<file path="config.mk">
export PLATFORM = sky130hd
export DESIGN_NAME = regfile_dump_reader
export DESIGN_NICKNAME = d
export VERILOG_FILES = /design/src/rtl/regfile_dump_reader.sv
export SDC_FILE = /design/constraint.sdc
export NUM_CORES = 1
export LEC_CHECK = 0
export ABC_CLOCK_PERIOD_IN_PS = 1550
export BUFFER_PORTS_ARGS = -buffer_cell sky130_fd_sc_hd__buf_2
export CAP_MARGIN = 30
export CORE_ASPECT_RATIO = 0.5
export CORE_MARGIN = 2
export CORE_UTILIZATION = 45
export DETAILED_ROUTE_END_ITERATION = 12
export HOLD_SLACK_MARGIN = 0.02
export PLACE_DENSITY = 0.7
export RECOVER_POWER = 100
export SLEW_MARGIN = 20
export SYNTH_ARGS = -nofsm -noshare
export SYNTH_HDL_FRONTEND = slang
export SYNTH_SLANG_ARGS = --single-unit
</file>
<file path="constraint.sdc">
create_clock -name clk -period 1.55 [get_ports clk]
set_input_delay 0.0775 -clock clk [delete_from_list [all_inputs] [get_ports clk]]
set_output_delay 0.0775 -clock clk [all_outputs]
set_load 0.02 [all_outputs]
</file>
<file path="src/rtl/regfile_dump_reader.sv">
// Register-file dump sequencer: reads x0..x(DumpCount-1) over the asynchronous read
// port and streams each register as an index byte followed by little-endian data bytes.
module regfile_dump_reader #(
   parameter int Width     = 32,
   parameter int RegNum    = 32,
   parameter int DumpCount = 16
) (
   input  logic             clk,
   input  logic             rst,
   input  logic             start,
   output logic [4:0]       rd_addr,
   input  logic [Width-1:0] rd_data,
   output logic [7:0]       out_data,
   output logic             out_valid,
   input  logic             out_ready,
   output logic             busy,
   output logic             done
);
   localparam int NBytes = Width / 8;
   localparam int BcW    = $clog2(NBytes + 1);
   localparam int IdxW   = $clog2(RegNum + 1);

   typedef enum logic [1:0] {
      IDLE = 2'd0,
      ADDR = 2'd1,
      SEND = 2'd2,
      DONE = 2'd3
   } state_t;

   state_t           state_q, state_d;
   logic [IdxW-1:0]  idx_q, idx_d;
   logic [BcW-1:0]   bcnt_q, bcnt_d;
   logic [Width-1:0] shift_q, shift_d;
   logic [4:0]       rd_addr_q, rd_addr_d;
   logic [7:0]       out_data_q, out_data_d;
   logic             out_valid_q, out_valid_d;
   logic             busy_q, busy_d;
   logic             done_q, done_d;
   logic             handshake;
   logic             last_reg;

   assign handshake = out_valid_q & out_ready;
   assign last_reg  = (idx_q == IdxW'(DumpCount - 1));

   // State and output registers
   always_ff @(posedge clk) begin
      if (rst) begin
         state_q     <= IDLE;
         idx_q       <= '0;
         bcnt_q      <= '0;
         shift_q     <= '0;
         rd_addr_q   <= 5'd0;
         out_data_q  <= 8'd0;
         out_valid_q <= 1'b0;
         busy_q      <= 1'b0;
         done_q      <= 1'b0;
      end else begin
         state_q     <= state_d;
         idx_q       <= idx_d;
         bcnt_q      <= bcnt_d;
         shift_q     <= shift_d;
         rd_addr_q   <= rd_addr_d;
         out_data_q  <= out_data_d;
         out_valid_q <= out_valid_d;
         busy_q      <= busy_d;
         done_q      <= done_d;
      end
   end

   // Next-state and next-output logic
   always_comb begin
      state_d     = state_q;
      idx_d       = idx_q;
      bcnt_d      = bcnt_q;
      shift_d     = shift_q;
      rd_addr_d   = rd_addr_q;
      out_data_d  = out_data_q;
      out_valid_d = out_valid_q;
      case (state_q)
         IDLE: begin
            if (start) begin
               idx_d     = '0;
               rd_addr_d = 5'd0;
               state_d   = ADDR;
            end else begin
               state_d = IDLE;
            end
         end
         ADDR: begin
            // rd_data is only sampled here, so later writes cannot disturb this frame
            shift_d     = rd_data;
            out_data_d  = 8'(idx_q);
            out_valid_d = 1'b1;
            bcnt_d      = '0;
            state_d     = SEND;
         end
         SEND: begin
            if (handshake) begin
               if (bcnt_q < BcW'(NBytes)) begin
                  out_data_d = shift_q[7:0];
                  shift_d    = shift_q >> 4'd8;
                  bcnt_d     = bcnt_q + 1'b1;
               end else if (!last_reg) begin
                  idx_d       = idx_q + 1'b1;
                  rd_addr_d   = 5'(idx_q + 1'b1);
                  out_valid_d = 1'b0;
                  state_d     = ADDR;
               end else begin
                  out_valid_d = 1'b0;
                  state_d     = DONE;
               end
            end else begin
               state_d = SEND;
            end
         end
         DONE: begin
            state_d = IDLE;
         end
         default: begin
            state_d     = IDLE;
            out_valid_d = 1'b0;
         end
      endcase
      busy_d = (state_d != IDLE);
      done_d = (state_d == DONE);
   end

   assign rd_addr   = rd_addr_q;
   assign out_data  = out_data_q;
   assign out_valid = out_valid_q;
   assign busy      = busy_q;
   assign done      = done_q;

endmodule

</file>
==> results of run 1 <==
==> cells in the mapped netlist (all sizes together) <==
cell,number
o21a,1
buf,17
a31oi,4
nand3,13
or3,1
a211oi,3
ha,2
nor2,36
a311oi,30
dfxtp,54
nand3b,2
nor2b,3
nand2b,5
a221o,1
o21ai,2
and3,2
a41oi,1
inv,3
o31ai,1
mux2,2
nand2,74
nor3,5
clkbuf,12
a21oi,17
==> final cells by class <==
cell class	count	area share, %
clock buffers	7	2.40
repair buffers	83	18.2
multi-input cells	205	41.1
flip-flops and latches	54	34.1
well taps	73	2.87
inverters	3	0.354
clock inverters	1	0.944
==> tightest hold or removal path: stages <==
cell and delay, ps:
buf_2 100, nand2_1 60, a311oi_2 80
==> power breakdown <==
part / internal [W] / total, W / switching [W]
Sequential: 0.00147 / 0.00152 / 0.0000450
Combinational: 0.000241 / 0.000537 / 0.000295
Clock: 0.000484 / 0.000927 / 0.000444
Total: 0.00220 / 0.00298 / 0.000784
==> state kept, by name (all words and copies together) (netlist names) <==
| signal | cells |
|---|---|
| state_q | 2 |
| out_valid | 1 |
| out_data | 8 |
| idx_q | 6 |
| bcnt_q | 3 |
| shift_q | 32 |
| busy | 1 |
| done | 1 |
==> cells by family after synthesis <==
family,Yosys count
AOI/OAI and AO/OA,60
muxes,2
adders and majority gates,2
and+or+nand+nor,141
buffers and inverters,32
DFF,54
==> metal layers <==
layer | vias to the layer above | wire (µm)
li1 | 1128 | -
met1 | 1052 | 2680
met2 | 59 | 2870
met3 | 3 | 352
met4 | 0 | 22
met5 | - | 0
==> worst paths after layout <==
check	endpoint	slack [ps]
worst max-delay path	shift_q[6]	30
worst min-delay path	shift_q[2]	50
worst max register to register	shift_q[6]	30
worst min register to register	out_data[7]	470
==> what timing repair did <==
action / in CTS / in global routing
setup endpoints to repair: 31 / 13
buffers inserted: 0 / 2
pin swaps: 0 / 3
resized for setup: 1 / 13
hold endpoints to repair: 8 / 1
gates cloned: 1 / 2
hold buffers: 8 / 1
==> through the flow <==
stage               TNS, ps  instance area, µm²  util [%]  power, W  setup slack (ps)
finish                    0                3180      58.4   0.00298              29.7
global route          -75.6                3180      58.4   0.00311             -15.9
CTS                       0                3100      56.9   0.00296              27.5
detailed placement    -5.27                2880      52.8   0.00202             -3.35
global placement          0                2880      52.8   0.00200              65.9
floorplan                 0                2530         -   0.00189              33.0
==> reports/results.tsv, run 1 <==
metric	value	unit
met1 GRT Util	23.8	%
GR Util met2	31.6	%
main combinational cell family by area after synthesis	compound AO/OA/AOI/OAI gates	
Worst slew margin	71.0	%
Worst Max-Slew Pin Slew	436	ps
H-tree depth	2	
setup violators final	0	
Avg WL per Cell	13.9	µm
Final Net Count	390	
CTS Buffer Depth	2	
met3 Use GR	4.91	%
leading area contributor after synthesis	dfxtp_1	
busiest grt layer	met2	
multi-input logic area	1310	µm²
Clock Skew	6.23	ps
Core Area	5440	µm²
via count	2242	
grt total ovfl	0	
slowest cell on the critical path	dfxtp_1	
area delta synth->final	25.9	%
Worst VDD drop	0.000479	V
post-synthesis mux area share	0.891	%
most frequent cells in the layout	nand2_1 (73), dfxtp_1 (51), nor2_1 (36)	
TritonCTS buffer count	5	
vias per cell	5.26	
CP required	1780	ps
WP data arrival	1750	ps
number of global-route vias before repair	2086	
compound-gate portion of the synthesized area	25.1	%
Reg2Reg Launch Point	state_q[0]	
TritonCTS clock tree	done	
placed cell count	404	
min Tclk post-route	1520	ps
Post-Synth XOR/XNOR Area	0	%
num ports	52	
Num Clock Sinks	54	
adder-cell share of the synthesized area	0.990	%
most area-consuming cells after synthesis	dfxtp_1 (43%), a311oi_2 (17%), nand2_1 (11%), nor2_1 (5.3%), a21oi_1 (3.4%)	
R2R depth	6	
Site Rows	19	
Power Dens Cells	937	nW/µm²
Die ar.	6270	µm²
CP Capture Type	flip-flop	
Die H	57.0	µm
Mean Syn Cell Area	8.69	µm²
Hold Path Class	in -> reg	
IO buf count	51	
yosys warns	0	
gpl congestion	0.795	
wirelength, routed	5920	µm
Levels on crit path	6	
Simple-Gate Fraction of Synth Area	23.2	%
Syn Inst Count	291	
flops & latches, synth	54	
Residual DRC	0	
Fill cells	473	
Starting Density	46.4	%
critical path cell sequence	nand2b_4, o31ai_4, buf_6, clkbuf_16, nor2_1, a311oi_2	
# diodes	0	
Slew Limit Fails	0	
hpwl dp	3890	µm
die width	110	µm
initial antenna violation count	0	
LEAKAGE	1.15	nW
Mapped Area	2530	µm²
top cell type's share of synthesized area	42.8	%
largest net degree at the start of global routing	33	
layout cells sized above 1	30.0	%
Global Route Usage Sum	18.6	%
status	finished, final reports clean	
worst hold slack	49.2	ps
Max FO, Critical Path	15	
most common cell after layout, fill and taps aside	nand2_1	
Buf+Inv Stages, Crit Path	2	
Worst path max stage delay	320	ps
max-cap viol count	0	
CTS clk-pin slew, worst paths	90	ps
WS Path Type	reg -> reg	
Post-DRT Antenna Nets	0	
drt first pass iters	4	
first-pass GRT wire length	9340	µm
WHS Path Cells	3	
startpoint types	flip-flop	
HP Start	rd_data[2]	
max frequency	0.658	GHz
non-filler cells, final	426	
storage element area	1080	µm²
Fin. Hold Viols	0	
Distinct cells, synth	29	
DR iter-0 viols	117	
Final period util	98.1	%
sequential share of the synthesized area	42.8	%
delay-heaviest family, CP	compound AO/OA/AOI/OAI gates	
CTS root buffer	clkbuf_8	
clk_lat worst skew	310	ps
Setup crit start	state_q[0]	
Synth Net Count	329	
Note: power is estimated with default switching activity, not from simulation.
==> run 2: changes to the inputs <==
--- a/config.mk
+++ b/config.mk
@@ -5,6 +5,7 @@
 export SDC_FILE = /design/constraint.sdc
 export NUM_CORES = 1
 export LEC_CHECK = 0
+export ABC_AREA = 1
 export ABC_CLOCK_PERIOD_IN_PS = 1550
 export BUFFER_PORTS_ARGS = -buffer_cell sky130_fd_sc_hd__buf_2
 export CAP_MARGIN = 30
@@ -13,7 +14,7 @@
 export CORE_UTILIZATION = 45
 export DETAILED_ROUTE_END_ITERATION = 12
 export HOLD_SLACK_MARGIN = 0.02
-export PLACE_DENSITY = 0.7
+export PLACE_DENSITY = 0.71
 export RECOVER_POWER = 100
 export SLEW_MARGIN = 20
 export SYNTH_ARGS = -nofsm -noshare
==> run 2 against run 1 <==
  * Clock skew decreased by 1.3 ps
  * Largest cell class unchanged
  * Worst hold slack got worse by 21 ps
  * First-iteration DRC count increased by 5.1%
  * Fmax increased by 7.0%
  * Utilization decreased by 3.5 points
  * Combinational power increased by 8.6%
  * Sequential power increased by 4%
==> reports/results.tsv, run 2 <==
metric	value	unit	change
layout cells sized above 1	17.2	%	-13 points
pre-CTS setup slack	159	ps	+162 ps
Levels on crit path	8		+2
Residual DRC	0		unchanged
Worst VDD drop	0.000463	V	-3.4%
Setup crit start	state_q[0]		
Top reg by flops	shift_q		
Post-synth ARST share	0	%	unchanged
setup violators final	0		unchanged
TritonCTS clock tree	done		
most frequent cells in the layout	nand2_1 (93), dfxtp_1 (54), buf_2 (35)		
hpwl dp	4010	µm	+2.9%
number of global-route vias before repair	1961		-6.0%
Net Sw Frac	28.6	%	+2.3 points
clk_lat worst skew	300	ps	about the same
DR iter-0 viols	123		+5.1%
Buf+Inv Stages, Crit Path	2		unchanged
WS Path Type	reg -> reg		
Slew Limit Fails	0		unchanged
IO buf count	51		unchanged
sequential share of the synthesized area	45.0	%	+2.3 points
delay-heaviest family, CP	flip-flops		
Synth Net Count	355		+7.9%
Final period util	91.7	%	-6.4 points
Die H	55.6	µm	-2.4%
Max FO, Critical Path	8		-7
dpl cell area	2670	µm²	-7.1%
Avg WL per Cell	13.1	µm	-6.1%
R2R setup slack	130	ps	+100 ps
first-pass GRT wire length	9160	µm	-2.0%
Comb pwr share	18.9	%	+0.9 points
R2R depth	8		+2
setup ws final	129	ps	+99.3 ps
wirelength, routed	5610	µm	-5.2%
grt total ovfl	0		unchanged
post-route setup TNS	0	ps	unchanged
sequential share of power	51.2	%	+0.3 points
initial antenna violation count	0		unchanged
switching power	0.000881	W	+12%
post-CTS setup buffer count	0		unchanged
Mean Syn Cell Area	7.57	µm²	-13%
max-cap viol count	0		unchanged
drt first pass iters	5		+1
Hold Path Class	in -> reg		
min Tclk post-route	1420	ps	-99.3 ps
post_cts resized	0		-1
Worst path max stage delay	560	ps	+240 ps
status	finished, final reports clean		
Site Rows	18		-1
most used cell, CP	nor2_1		
most frequent cells after synthesis	nand2_1 (93), dfxtp_1 (54), o21ai_1 (31)		
Reg2Reg Launch Point	state_q[0]		
critical path cell sequence	nor2_4, buf_4, nand2_1, nand3_4, nand2_2, inv_1, nor2_1, nor2_1		
yosys warns	0		unchanged
Final Net Count	397		+1.8%
top cell type's share of synthesized area	45.0	%	+2.3 points
# diodes	0		unchanged
gpl congestion	0.832		+4.7%
Mapped Area	2400	µm²	-5.0%
Worst Max-Slew Pin Slew	384	ps	-52.1 ps
Distinct cells, synth	25		-14%
flops & latches, synth	54		unchanged
Worst slew margin	74.4	%	+3.4 points
Die ar.	5970	µm²	-4.8%
Clock Skew	4.97	ps	-1.26 ps
Starting Density	47.8	%	+1.4 points
unrepaired setup endpoints after global routing	no		
CTS clk-pin slew, worst paths	90	ps	about the same
Global Route Usage Sum	19.1	%	+0.47 points
Synth Flop Type	dfxtp_1		
Fin. Hold Viols	0		unchanged
reg-to-reg endpoint	idx_q[5]		
largest net degree at the start of global routing	35		+6.1%
CP Capture Type	flip-flop		
H-tree depth	2		unchanged
TritonCTS buffer count	5		unchanged
crit path to	idx_q[5]		
area delta synth->final	14.9	%	
fin util	54.9	%	-3.5 points
max frequency	0.704	GHz	+7.0%
cell area after layout	2760	µm²	-13%
most area-consuming cells after synthesis	dfxtp_1 (45%), nand2_1 (15%), a31oi_1 (7.8%), o21ai_1 (6.5%), a21oi_1 (4.0%)		
max reg flops	32		unchanged
leading area contributor after synthesis	dfxtp_1		
Power Dens Cells	1120	nW/µm²	+19%
Post-DRT Antenna Nets	0		unchanged
die width	107	µm	-2.5%
via count	2219		-1.0%
CP required	1740	ps	-40 ps
slowest cell on the critical path	dfxtp_1		
Clk pwr share	29.9	%	-1.2 points
num ports	52		unchanged
cell internal pwr	0.00220	W	+0.35%
LEAKAGE	1.09	nW	-4.8%
most common cell in the synthesized netlist	nand2_1		
CTS root buffer	clkbuf_8		
cts-stage hold buffer count	0		-8
Syn Inst Count	317		+8.9%
most common cell after layout, fill and taps aside	nand2_1		
WP data arrival	1610	ps	-140 ps
Post-synth EDFFs	0		unchanged
Power, Total	0.00309	W	+3.5%
vias per cell	5.16		-1.9%
Num Clock Sinks	54		unchanged
Core Area	5020	µm²	-7.7%
startpoint types	flip-flop		
CTS Buffer Depth	2		unchanged
==> run 2: through the flow <==
step	hold WS [ps]	instances
detailed placement	352	422
global placement	344	422
finish	28.4	430
floorplan	237	317
global route	21.4	430
CTS	26.5	430
==> run 2: logic make-up (layout without fill, tap and decap cells) <==
kind of cell               after synthesis  count (layout)  synth area share [%]
and+or+nand+nor                        136             136                  24.3
AOI/OAI and AO/OA                       86              86                  19.6
DFF                                     54              54                  45.0
buffers and inverters                   38              81                  9.65
adders and majority gates                2               2                  1.04
xor gates and xnor gates                 1               1                 0.365
==> run 2: final cells by class <==
type                       count  area (µm²)
fill                         489        2260
multi-input combinational    225        1090
sequential                    54        1080
timing repair buffer          61         348
tap                           70        87.6
clock buffer                   7        76.3
inverter                      12        47.5
clock inverter                 1        30.0
==> run 2: metal layers <==
| layer | track usage (%) | vias up | part of all wire (%) |
|---|---|---|---|
| met5 | 0 | - | 0 |
| met2 | 26.5 | 63 | 42 |
| met1 | 30.0 | 1007 | 51 |
| met3 | 3.98 | 5 | 6.7 |
| met4 | 3.90 | 0 | 0.78 |
| li1 | - | 1144 | - |
==> run 2: worst min path at each step <==
stage                startpoint          end  depth (start not counted)
floorplan           rd_data[16]  shift_q[16]                          2
global placement    rd_data[14]  shift_q[14]                          3
detailed placement  rd_data[15]  shift_q[15]                          3
CTS                 rd_data[15]  shift_q[15]                          3
global route        rd_data[14]  shift_q[14]                          3
finish              rd_data[16]  shift_q[16]                          3
==> run 2: worst register-to-register path, delay by kind of cell (launching register included) <==
kind,cells,cell delay [ps]
buffers and inverters,2,210
DFF,1,560
and+or+nand+nor,6,550
==> run 2: power groups by stage <==
stage          combinational [W]  sequential (W)  clock [W]
2_1_floorplan           0.000419         0.00162          0
3_3_place_gp            0.000585         0.00161          0
3_5_place_dp            0.000600         0.00161          0
4_1_cts                 0.000602         0.00158   0.000941
5_1_grt                 0.000653         0.00159   0.000992
6_report                0.000583         0.00158   0.000924
==> run 3: changes to the inputs <==
--- a/config.mk
+++ b/config.mk
@@ -6,7 +6,7 @@
 export NUM_CORES = 1
 export LEC_CHECK = 0
 export ABC_AREA = 1
-export ABC_CLOCK_PERIOD_IN_PS = 1550
+export ABC_CLOCK_PERIOD_IN_PS = 1800
 export BUFFER_PORTS_ARGS = -buffer_cell sky130_fd_sc_hd__buf_2
 export CAP_MARGIN = 30
 export CORE_ASPECT_RATIO = 0.5
@@ -14,7 +14,7 @@
 export CORE_UTILIZATION = 45
 export DETAILED_ROUTE_END_ITERATION = 12
 export HOLD_SLACK_MARGIN = 0.02
-export PLACE_DENSITY = 0.71
+export PLACE_DENSITY = 0.68
 export RECOVER_POWER = 100
 export SLEW_MARGIN = 20
 export SYNTH_ARGS = -nofsm -noshare
==> constraint.sdc (replaced) <==
create_clock -name clk -period 1.8 [get_ports clk]
set_input_delay 0.09 -clock clk [delete_from_list [all_inputs] [get_ports clk]]
set_output_delay 0.09 -clock clk [all_outputs]
set_load 0.02 [all_outputs]
==> run 3 against run 2 <==
  * Utilization is 0.22 points higher
  * Flip-flop and latch count stayed put
  * Clock power is 7.7% lower
  * First-iteration DRC count is 13% higher
  * Largest power group unchanged
==> reports/results.tsv, run 3 (synthesis gave the netlist of run 2 again) <==
metric	value	unit	change
number of global-route vias before repair	1989		+1.4%
# diodes	0		unchanged
Core Area	5020	µm²	unchanged
Net Sw Frac	29.9	%	+1.3 points
Buf+Inv Stages, Crit Path	2		unchanged
CP Capture Type	flip-flop		
Worst VDD drop	0.000447	V	-3.4%
most common cell after layout, fill and taps aside	nand2_1		
R2R setup slack	210	ps	+80 ps
num ports	52		unchanged
Die H	55.6	µm	unchanged
max reg flops	32		unchanged
cell internal pwr	0.00190	W	-14%
dpl cell area	2660	µm²	-0.56%
fin util	55.1	%	+0.22 points
first-pass GRT wire length	9430	µm	+3.0%
critical path cell sequence	clkinvlp_2, nand2_2, buf_12, nand2_1, a31oi_1		
Clock Skew	9.86	ps	+4.89 ps
drt first pass iters	4		-1
worst hold slack	24.1	ps	-4.32 ps
status	finished, final reports clean		
GR Util met2	26.1	%	-0.36 points
die width	107	µm	unchanged
startpoint types	flip-flop		
initial antenna violation count	0		unchanged
max frequency	0.629	GHz	-11%
Worst slew margin	58.0	%	-16 points
Starting Density	47.8	%	unchanged
met1 GRT Util	32.0	%	+2.0 points
post-CTS setup buffer count	0		unchanged
area delta synth->final	15.4	%	
CTS root buffer	clkbuf_8		
Max FO, Critical Path	17		+9
via count	2191		-1.3%
LEAKAGE	1.10	nW	+0.21%
hpwl dp	4070	µm	+1.4%
Worst Max-Slew Pin Slew	629	ps	+245 ps
cell area after layout	2770	µm²	+0.41%
Power Dens Cells	980	nW/µm²	-12%
H-tree depth	2		unchanged
post-route setup TNS	0	ps	unchanged
unrepaired setup endpoints after global routing	no		
busiest grt layer	met1		
IO buf count	51		unchanged
max-cap viol count	0		unchanged
TritonCTS clock tree	done		
Hold Path Class	in -> reg		
Fill cells	489		unchanged
grt total ovfl	0		unchanged
vias per cell	5.10		-1.3%
Top reg by flops	shift_q		
Num Clock Sinks	54		unchanged
Site Rows	18		unchanged
DR iter-0 viols	139		+13%
delay-heaviest family, CP	flip-flops		
Clk pwr share	31.4	%	+1.5 points
slowest cell on the critical path	dfxtp_1		
gpl congestion	0.847		+1.7%
Residual DRC	0		unchanged
WP data arrival	1840	ps	+230 ps
Comb pwr share	18.4	%	-0.5 points
met3 Use GR	4.68	%	+0.70 points
Fin. Hold Viols	0		unchanged
most frequent cells in the layout	nand2_1 (94), dfxtp_1 (54), buf_2 (35)		
Final period util	88.3	%	-3.4 points
setup violators final	0		unchanged
layout cells sized above 1	16.9	%	-0.28 points
wirelength, routed	5650	µm	+0.62%
Post-DRT Antenna Nets	0		unchanged
Slew Limit Fails	0		unchanged
CTS clk-pin slew, worst paths	110	ps	+20 ps
Die ar.	5970	µm²	unchanged
sequential share of power	50.2	%	-1.0 points
largest net degree at the start of global routing	34		-2.9%
switching power	0.000811	W	-8.0%
Final Net Count	397		unchanged
min Tclk post-route	1590	ps	+169 ps
Worst path max stage delay	540	ps	-20 ps
Avg WL per Cell	13.1	µm	+0.62%
Global Route Usage Sum	20.2	%	+1.2 points
TritonCTS buffer count	5		unchanged
CTS Buffer Depth	2		unchanged
clk_lat worst skew	320	ps	+20 ps
WS Path Type	reg -> reg		
CP required	2050	ps	+310 ps
run 3: cell types whose count changed in the layout (fill, tap and decap cells not counted):
| cell | delta |
|---|---|
| clkbuf_1 | -2 |
| o21ai_0 | -4 |
| dlygate4sd3_1 | +2 |
| nand2_2 | -1 |
| clkbuf_4 | -1 |
| inv_4 | -1 |
| clkinvlp_2 | +1 |
| inv_6 | +2 |
| o21ai_1 | +4 |
| nand2_1 | +1 |
| buf_4 | -1 |
run 3: area by class of cell:
class | count | area [µm²] | area share (%)
clock inverters | 3 | 47.5 | 1.72
clock buffers | 5 | 68.8 | 2.49
flip-flops and latches | 54 | 1080 | 39.0
well taps | 70 | 87.6 | 3.16
multi-input cells | 225 | 1080 | 39.2
inverters | 12 | 46.3 | 1.67
repair buffers | 61 | 353 | 12.7
run 3: repair_timing:
action                                 4_1_cts  5_1_grt
hold buffers                                 1        1
gates resized for setup                      0        0
endpoints found under the hold margin        1        1
run 3: worst paths after layout:
path,start,endpoint,cells past startpoint
worst max register to register,state_q[0],shift_q[8],5
worst max-delay path,state_q[0],shift_q[8],5
worst min register to register,bcnt_q[0],bcnt_q[0],1
worst min-delay path,rd_data[4],shift_q[4],3
run 3: power by group through the flow:
stage	Combinational (W)	Clock [W]	Sequential (W)
floorplan	0.000361	0	0.00140
global placement	0.000498	0	0.00139
detailed placement	0.000510	0	0.00139
CTS	0.000513	0.000867	0.00136
global route	0.000565	0.000923	0.00137
finish	0.000500	0.000853	0.00136
run 3: stage by stage:
stage | setup WS [ps] | instances | power (W)
after global placement | 311 | 420 | 0.00188
after floorplan | 465 | 317 | 0.00176
after detailed placement | 272 | 420 | 0.00190
final | 210 | 430 | 0.00271
after CTS | 244 | 429 | 0.00274
after global routing | 77.5 | 430 | 0.00286
run 3: metal layers:
layer | share of wire [%] | routed length (µm)
met1 | 53 | 3010
met2 | 39 | 2220
met4 | 1.2 | 67
met3 | 6.3 | 357
met5 | 0 | 0
run 3: worst register-to-register path, stage by stage (launching register included):
cell        delay [ps]
dfxtp_1            540
clkinvlp_2         210
nand2_2            310
buf_12             200
nand2_1             90
a31oi_1            170
